### config.mk
export PLATFORM = sky130hd
export DESIGN_NAME = fifo_word_packer
export DESIGN_NICKNAME = d
export VERILOG_FILES = /design/src/rtl/fifo_word_packer.sv
export SDC_FILE = /design/constraint.sdc
export NUM_CORES = 1
export LEC_CHECK = 0
export CORE_MARGIN = 1
export CORE_UTILIZATION = 45
export CTS_CLUSTER_SIZE = 8
export DETAILED_ROUTE_END_ITERATION = 10
export PLACE_DENSITY = 0.76
export SYNTH_ARGS = -nofsm -noshare
export SYNTH_HDL_FRONTEND = slang
export SYNTH_SLANG_ARGS = --single-unit
### constraint.sdc
create_clock -name clk -period 4.8 [get_ports clk]
set_input_delay 0.96 -clock clk [delete_from_list [all_inputs] [get_ports clk]]
set_output_delay 0.96 -clock clk [all_outputs]
set_load 0.05 [all_outputs]
### src/rtl/fifo_word_packer.sv
// Packs RATIO consecutive IN_W-bit entries from a registered-read FIFO into one
// wide word on a valid/ready master port; a flush emits a partial word with a keep mask.
module fifo_word_packer #(
    parameter int IN_W  = 8,
    parameter int RATIO = 4
) (
    input  logic                  clk,
    input  logic                  rst,
    input  logic                  fifo_empty,
    output logic                  fifo_pop,
    input  logic [IN_W-1:0]       fifo_data,
    input  logic                  flush,
    output logic                  m_valid,
    input  logic                  m_ready,
    output logic [IN_W*RATIO-1:0] m_data,
    output logic [RATIO-1:0]      m_keep
);

    localparam int              CW        = $clog2(RATIO + 1);
    localparam int              OW        = IN_W * RATIO;
    localparam logic [CW-1:0]   CNT_FULL  = CW'(RATIO);
    localparam logic [CW:0]     RATIO_EXT = (CW + 1)'(RATIO);

    logic [OW-1:0]    acc;
    logic [CW-1:0]    cnt;
    logic             pop_q;
    logic             flush_pending;
    logic [CW:0]      fill_sum;
    logic             out_free;
    logic             full_xfer;
    logic             flush_xfer;
    logic             flush_drop;
    logic [RATIO-1:0] part_keep;

    // Lanes already filled plus the one still in flight; one extra bit so it never wraps.
    assign fill_sum = {1'b0, cnt} + {{CW{1'b0}}, pop_q};
    assign fifo_pop = !rst && !fifo_empty && !flush_pending && (fill_sum < RATIO_EXT);

    assign out_free   = !m_valid || m_ready;
    assign full_xfer  = (cnt == CNT_FULL) && out_free;
    assign flush_xfer = flush_pending && !pop_q && (cnt != '0) && (cnt != CNT_FULL) && out_free;
    assign flush_drop = flush_pending && !pop_q && (cnt == '0);

    // NOTE: every bit gets a value on every pass through the loop, so no latch is inferred.
    always_comb begin
        part_keep = '0;
        for (int i = 0; i < RATIO; i++) begin
            part_keep[i] = (CW'(i) < cnt);
        end
    end

    // NOTE: all state uses non-blocking assignments so every branch sees pre-edge values.
    always_ff @(posedge clk) begin
        if (rst) begin
            acc           <= '0;
            cnt           <= '0;
            pop_q         <= 1'b0;
            flush_pending <= 1'b0;
            m_valid       <= 1'b0;
            m_data        <= '0;
            m_keep        <= '0;
        end else begin
            pop_q <= fifo_pop;
            if (flush && !flush_pending) begin
                flush_pending <= 1'b1;
            end

            if (full_xfer || flush_xfer) begin
                m_data        <= acc;
                m_keep        <= full_xfer ? {RATIO{1'b1}} : part_keep;
                m_valid       <= 1'b1;
                cnt           <= '0;
                acc           <= '0;
                flush_pending <= 1'b0;
            end else begin
                if (m_valid && m_ready) begin
                    m_valid <= 1'b0;
                end
                // A capture lands here even while flush is pending, so the flushed word includes it.
                if (pop_q) begin
                    acc[int'(cnt)*IN_W +: IN_W] <= fifo_data;
                    cnt                          <= cnt + 1'b1;
                end
                if (flush_drop) begin
                    flush_pending <= 1'b0;
                end
            end
        end
    end

endmodule
==> results of run 1 <==
area by class of cell:
class / count / area [um^2]
Fill cell: 602 / 2910
Multi-Input combinational cell: 241 / 1580
Sequential cell: 74 / 1480
Timing Repair Buffer: 52 / 526
Clock buffer: 10 / 128
Tap cell: 96 / 120
Clock inverter: 5 / 104
Inverter: 5 / 18.8
sequential cells by signal, summed over array words and instances (netlist names):
name,flops
m_data,32
m_keep,4
m_valid,1
pop_q,1
acc,32
cnt,3
flush_pending,1
routing by layer:
layer	share of wire	wire length [um]
met5	0	0
met4	0.015	106
met3	0.069	477
met2	0.44	3050
met1	0.47	3290
stage by stage:
step	cells	utilization	worst slack [ns]
2_1_floorplan	353	-	1.57
3_3_place_gp	468	0.542	1.56
3_5_place_dp	468	0.542	1.50
4_1_cts	483	0.576	1.54
5_1_grt	483	0.576	1.46
6_report	483	0.576	1.54
logic make-up after synthesis:
| family | share of synthesized area |
|---|---|
| AND/OR/NAND/NOR | 0.210 |
| flip-flops | 0.456 |
| AO/OA/AOI/OAI | 0.136 |
| buffers and inverters | 0.0594 |
| multiplexers | 0.105 |
| adder cells (fa/ha/maj) | 0.0270 |
| XOR/XNOR | 0.00540 |
report_power, final:
group	internal, mW	switching [mW]	leakage (nW)
Combinational	0.0418	0.0730	0.543
Sequential	0.622	0.0125	0.597
Clock	0.343	0.230	0.116
critical path, stage by stage:
cell,delay [ns]
clkdlybuf4s50_1,0.40
or4_1,0.49
a31oi_1,0.27
buf_12,0.18
synth_stat cells:
cell       instances  area [um^2]
buf_1              2         7.51
xnor2_1            2         17.5
buf_2              8         40.0
o211a_1            3         30.0
a211oi_2          15          188
or2_0              1         6.26
nand3b_1           1         7.51
o21ai_0            9         45.0
nand2b_1           1         6.26
buf_4              2         15.0
buf_6              4         45.0
nor2b_1            2         12.5
clkinv_1           1         3.75
nor3_1             5         25.0
a21oi_1            1         5.00
nor3_2             1         10.0
o21a_1             1         7.51
inv_1              4         15.0
o21ai_1            1         5.00
ha_1               7         87.6
clkbuf_1          15         56.3
nand4_1           17          106
nand3_1           19         95.1
or3_1              1         6.26
nand2_1           90          338
or4_1              1         7.51
clkbuf_2           2         10.0
nand4bb_1          1         11.3
mux2i_1           34          340
dfxtp_1           74         1480
nor4bb_1           1         10.0
a31oi_1            2         12.5
a211oi_1          18          135
and3_1             3         18.8
nor2_1             1         3.75
o211ai_1           2         15.0
nor3b_4            1         18.8
worst max-delay path by stage:
| stage | start | endpoint | slack [ns] | depth (start not counted) |
|---|---|---|---|---|
| after floorplan | fifo_empty | fifo_pop | 1.57 | 2 |
| after global placement | fifo_empty | fifo_pop | 1.56 | 4 |
| after detailed placement | rst | m_data[6]$_SDFFE_PP0P_ | 1.50 | 6 |
| after CTS | fifo_empty | fifo_pop | 1.54 | 4 |
| after global routing | cnt[0]$_SDFFE_PP0P_ | acc[6]$_SDFFE_PP0P_ | 1.46 | 6 |
| final | fifo_empty | fifo_pop | 1.54 | 4 |
layout by cell type, fill, tap and decap left out, types with 7 or more instances in the layout:
master | synthesis | layout
o21ai_0 | 9 | 9
ha_1 | 7 | 7
a211oi_1 | 18 | 18
dfxtp_1 | 74 | 74
a211oi_2 | 15 | 15
clkbuf_8 | 0 | 9
nand2_1 | 90 | 90
nand4_1 | 17 | 17
mux2i_1 | 34 | 34
nand3_1 | 19 | 19
clkdlybuf4s50_1 | 0 | 49
==> reports/metrics.cfg, run 1 <==
[clock_network]
clock_sinks=74
cts_inserted_buffers=9
post_cts_resized=0
number_of_buffers_on_the_longest_clock_path=2
cts_hold_repair.buffers=0
clock-root-buffer=clkbuf_8
cts-htree-levels=3
cts_tree=built
cts.clk_slew.worst_paths_ns=0.08
post-cts-setup-buffers=0
worst_skew_pair.late_latency_ns=0.36

[run_status]
status=finished, final reports clean

[power_and_ir_drop]
power.density_mw_per_mm2=334
total_power_of_the_final_layout_mw=1.32
vdd.ir_drop.worst_v=0.000182
cellLeakagePower_nw=1.26

[finish]
syn2layout_area_growth_pct=21.9
fraction_of_final_layout_cells_sized_beyond_drive_strength_1=0.0904
nets=403
antenna_cells_inserted=0
finalInstanceArea_mm2=0.00396

[yosys]
synth_cells=353
synth_fp_nets=373
syn_area_cell_um2=9.19
ys.warnings.count=0
synth_area_mm2=0.00325
synth_cell_types=37
synth-seq-cells=74
synth.yosys.seq_area_share=0.456

[worst_setup_path]
r2r_slack_ns=1.74
cp_max_fo=2
critPathCaptureType=output pin
endpoint_of_the_worst_register_to_register_path=m_data[16]$_SDFFE_PP0P_
reg2reg_depth=6
regToRegStartpoint=cnt[0]$_SDFFE_PP0P_
critical_path_required_ns=3.84
startpoint_types=input pin
critical_path_at_ns=2.30
critical_path_class=input pin to output pin

[sta]
hold_viol=0
highest_attainable_clock_frequency_mhz=307
finalCritPeriodShare=0.679
whs_ns=0.458
report.final.setup_viol=0
report.final.slew_viol_count=0
timing.slew.headroom=0.253
aggregate_negative_setup_slack_ns=0
min_period_ns=3.26
rsz0062_at_grt=false
worst_clock_skew_ns=0.00949
worst-slew-pin-transition_ns=1.12

[global_route]
gr-usage-met2=0.305
global_route_met1_usage=0.265
grt_busiest_layer=met2
global_route_wire_length_before_repair_mm=11.4
gr_usage_total=0.198
met3_usage=0.0502
grt_pass1_vias=2408
antenna_found_initial=0
grt_max_degree=73
grt_overflow=0

[detailed_routing]
routed_via_density=5.24
vias=2531
totalWireLength_mm=6.93
detail-route-antenna-nets=0
drc=0
firstDrtPassIters=4
number_of_drc_markers_after_the_initial_detailed_route_iteration=177
drt-wirelength-per-cell_um=14.3

[die]
floorplan.initialDensity=0.472
width_of_the_die_um=86.9
dieHeight_um=86.9
boundaryPins=51
floorplan.rows=30
overall_die_area_mm2=0.00756
core_area_mm2=0.00687

[worst_hold_path]
timing.hold.worst.class=register to register
hold_depth=2
holdCritStartpoint=m_data[18]$_SDFFE_PP0P_
worstHoldEndpoint=m_data[18]$_SDFFE_PP0P_

[placement]
port_buffers=50
finalWeightedCongestion=0.835
detailed_place.area_mm2=0.00372
place.detailed.hpwl_mm=4.34

[job]
max-cap-violations=0

(Power assumes the default switching activity.)
==> inputs of run 2 (changes only) <==
Settings changed: PLACE_DENSITY 0.76 to 0.78.
Clock period 4.8 ns to 2.9 ns, I/O delays scaled along.
==> run 2 against run 1 <==
Worst setup slack lost 1.1 ns. Sequential power grew 64%. Register-to-register slack lost 1.2 ns. Via count grew 2.5%. Clock power grew 31%. Clock-buffer cell count shrank 1. Sequential cell count is the same. Critical path type unchanged.
==> reports/metrics.cfg, run 2 (synthesized netlist as in run 1, its figures left out) <==
[run_status]
status=finished, final reports clean  ; unchanged

[global_route]
grt_max_degree=39  ; was 73
gr_usage_total=0.197  ; was 0.198
global_route_wire_length_before_repair_mm=11.4  ; about the same
antenna_found_initial=0  ; unchanged
grt_pass1_vias=2464  ; was 2,408
grt_overflow=0  ; unchanged

[finish]
commonest_cells_after_routing_fill_and_taps_aside=nand2_1 (90), dfxtp_1 (74), clkdlybuf4s50_1 (49)  ; unchanged
syn2layout_area_growth_pct=21.9  ; about the same
nets=408  ; was 403
final_common_cell=nand2_1  ; unchanged
fraction_of_final_layout_cells_sized_beyond_drive_strength_1=0.105  ; was 0.0904
antenna_cells_inserted=0  ; unchanged
postLayoutCoreUtil=0.576  ; about the same
finalInstanceArea_mm2=0.00396  ; about the same
reg.largest.list=acc: 32 flops, m_data: 32 flops, m_keep: 4 flops  ; unchanged
n_fill_cell=622  ; was 602

[die]
floorplan.rows=30  ; unchanged
boundaryPins=51  ; unchanged
floorplan.initialDensity=0.472  ; unchanged
overall_die_area_mm2=0.00756  ; unchanged
width_of_the_die_um=86.9  ; unchanged
core_area_mm2=0.00687  ; unchanged
dieHeight_um=86.9  ; unchanged

[sta]
report.final.setup_viol=0  ; unchanged
worst_clock_skew_ns=0.00657  ; was 0.00949 ns
min_period_ns=2.49
report.final.slew_viol_count=0  ; unchanged
hold_viol=0  ; unchanged
rsz0062_at_grt=false  ; unchanged
timing.slew.headroom=0.653  ; was 0.253
highest_attainable_clock_frequency_mhz=402
finalCritPeriodShare=0.858
aggregate_negative_setup_slack_ns=0  ; unchanged
worst-slew-pin-transition_ns=0.520  ; was 1.12 ns

[clock_network]
post-cts-setup-buffers=0  ; unchanged
number_of_buffers_on_the_longest_clock_path=2  ; unchanged
clock-root-buffer=clkbuf_8  ; unchanged
cts_inserted_buffers=9  ; unchanged
cts.clk_slew.worst_paths_ns=0.07  ; was 0.08 ns
cts_hold_repair.buffers=0  ; unchanged
worst_skew_pair.late_latency_ns=0.35  ; was 0.36 ns
clock_sinks=74  ; unchanged
cts_tree=built  ; unchanged
post_cts_resized=0  ; unchanged
cts-htree-levels=3  ; unchanged

[worst_hold_path]
timing.hold.worst.class=register to register  ; unchanged
holdCritStartpoint=m_data[14]$_SDFFE_PP0P_  ; was m_data[18]$_SDFFE_PP0P_

[worst_setup_path]
cp_num_buf_inv=2  ; unchanged
critPathCaptureType=output pin  ; unchanged
crit_path_max_incr_delay_ns=0.45  ; was 0.49 ns
critical_path_class=input pin to output pin  ; unchanged
startpoint_types=input pin  ; unchanged
critical_path_required_ns=2.32  ; was 3.84 ns
cp_top_family=buffers and inverters  ; unchanged
regToRegStartpoint=cnt[1]$_SDFFE_PP0P_  ; was cnt[0]$_SDFFE_PP0P_
setup.worst_path.start=rst  ; was fifo_empty
critical_path_at_ns=1.91  ; was 2.30 ns
worst_path_max_delay_cell=clkdlybuf4s50_1  ; was or4_1
cp_max_fo=2  ; unchanged
critical_path.cell_chain=clkdlybuf4s50_1 > or4_1 > a31oi_1 > buf_12  ; unchanged

[job]
max-cap-violations=0  ; unchanged

[detailed_routing]
routed_via_density=5.32  ; was 5.24
totalWireLength_mm=6.76  ; was 6.93 mm
vias=2594  ; was 2,531
drt-wirelength-per-cell_um=13.9  ; was 14.3 um
detail-route-antenna-nets=0  ; unchanged
number_of_drc_markers_after_the_initial_detailed_route_iteration=162  ; was 177
firstDrtPassIters=4  ; unchanged
drc=0  ; unchanged

[power_and_ir_drop]
power.density_mw_per_mm2=506  ; was 334 mW/mm^2
cellLeakagePower_nw=1.27  ; was 1.26 nW
vdd.ir_drop.worst_v=0.000315  ; was 0.000182 V

[placement]
port_buffers=50  ; unchanged
place.detailed.hpwl_mm=4.63  ; was 4.34 mm
detailed_place.area_mm2=0.00377  ; was 0.00372 mm^2
finalWeightedCongestion=0.858  ; was 0.835

run 2: cell types whose count changed in the layout (fill, tap and decap cells not counted):
cell	previous run	this run
bufinv_16	3	1
buf_4	2	6
clkbuf_1	1	0
buf_12	1	2
clkinv_2	1	4
run 2: cell type report:
type,instances,area (um^2),share of cell area
flip-flops and latches,74,1480,0.374
inverters,5,18.8,0.00474
well taps,96,120,0.0304
multi-input cells,241,1580,0.399
clock buffers,9,124,0.0313
repair buffers,57,576,0.145
clock inverters,6,58.8,0.0149
run 2: path summary, 6_finish.rpt:
kind | endpoint | depth (start not counted) | slack [ns]
setup reg to reg | m_data[16]$_SDFFE_PP0P_ | 7 | 0.53
hold reg to reg | m_data[14]$_SDFFE_PP0P_ | 2 | 0.46
hold / removal | m_data[14]$_SDFFE_PP0P_ | 2 | 0.46
setup / recovery | fifo_pop | 4 | 0.41
run 2: metrics by stage:
step           power, mW  cells  worst slack, ns  hold WS [ns]
4_1_cts             2.02    488            0.397         0.460
6_report            2.00    488            0.411         0.456
5_1_grt             2.09    488            0.343         0.471
3_3_place_gp        1.27    473            0.408         0.443
2_1_floorplan       1.21    353            0.426         0.435
3_5_place_dp        1.27    473            0.396         0.447
run 2: power by group:
part           switching (mW)  total, mW  internal [mW]  leakage, nW
Sequential             0.0131       1.04           1.03        0.597
Combinational           0.131      0.206         0.0754        0.572
Clock                   0.365      0.753          0.387       0.0986
Total                   0.509       2.00           1.49         1.27
run 2: worst register-to-register path, delay by kind of cell (launching register included):
| family | cells | cell delay, ns |
|---|---|---|
| fa+ha+maj | 2 | 0.48 |
| flops | 1 | 0.56 |
| compound gates | 1 | 0.18 |
| simple gates | 1 | 0.29 |
| buf+inv | 2 | 0.53 |
| mux | 1 | 0.27 |
run 2: metal layers:
metal  share of wire  vias to the layer above  track usage
li1                -                     1303            -
met1            0.49                     1223        0.254
met2            0.45                       58        0.306
met3           0.054                       10       0.0645
met4           0.011                        0       0.0788
met5               0                        -            0
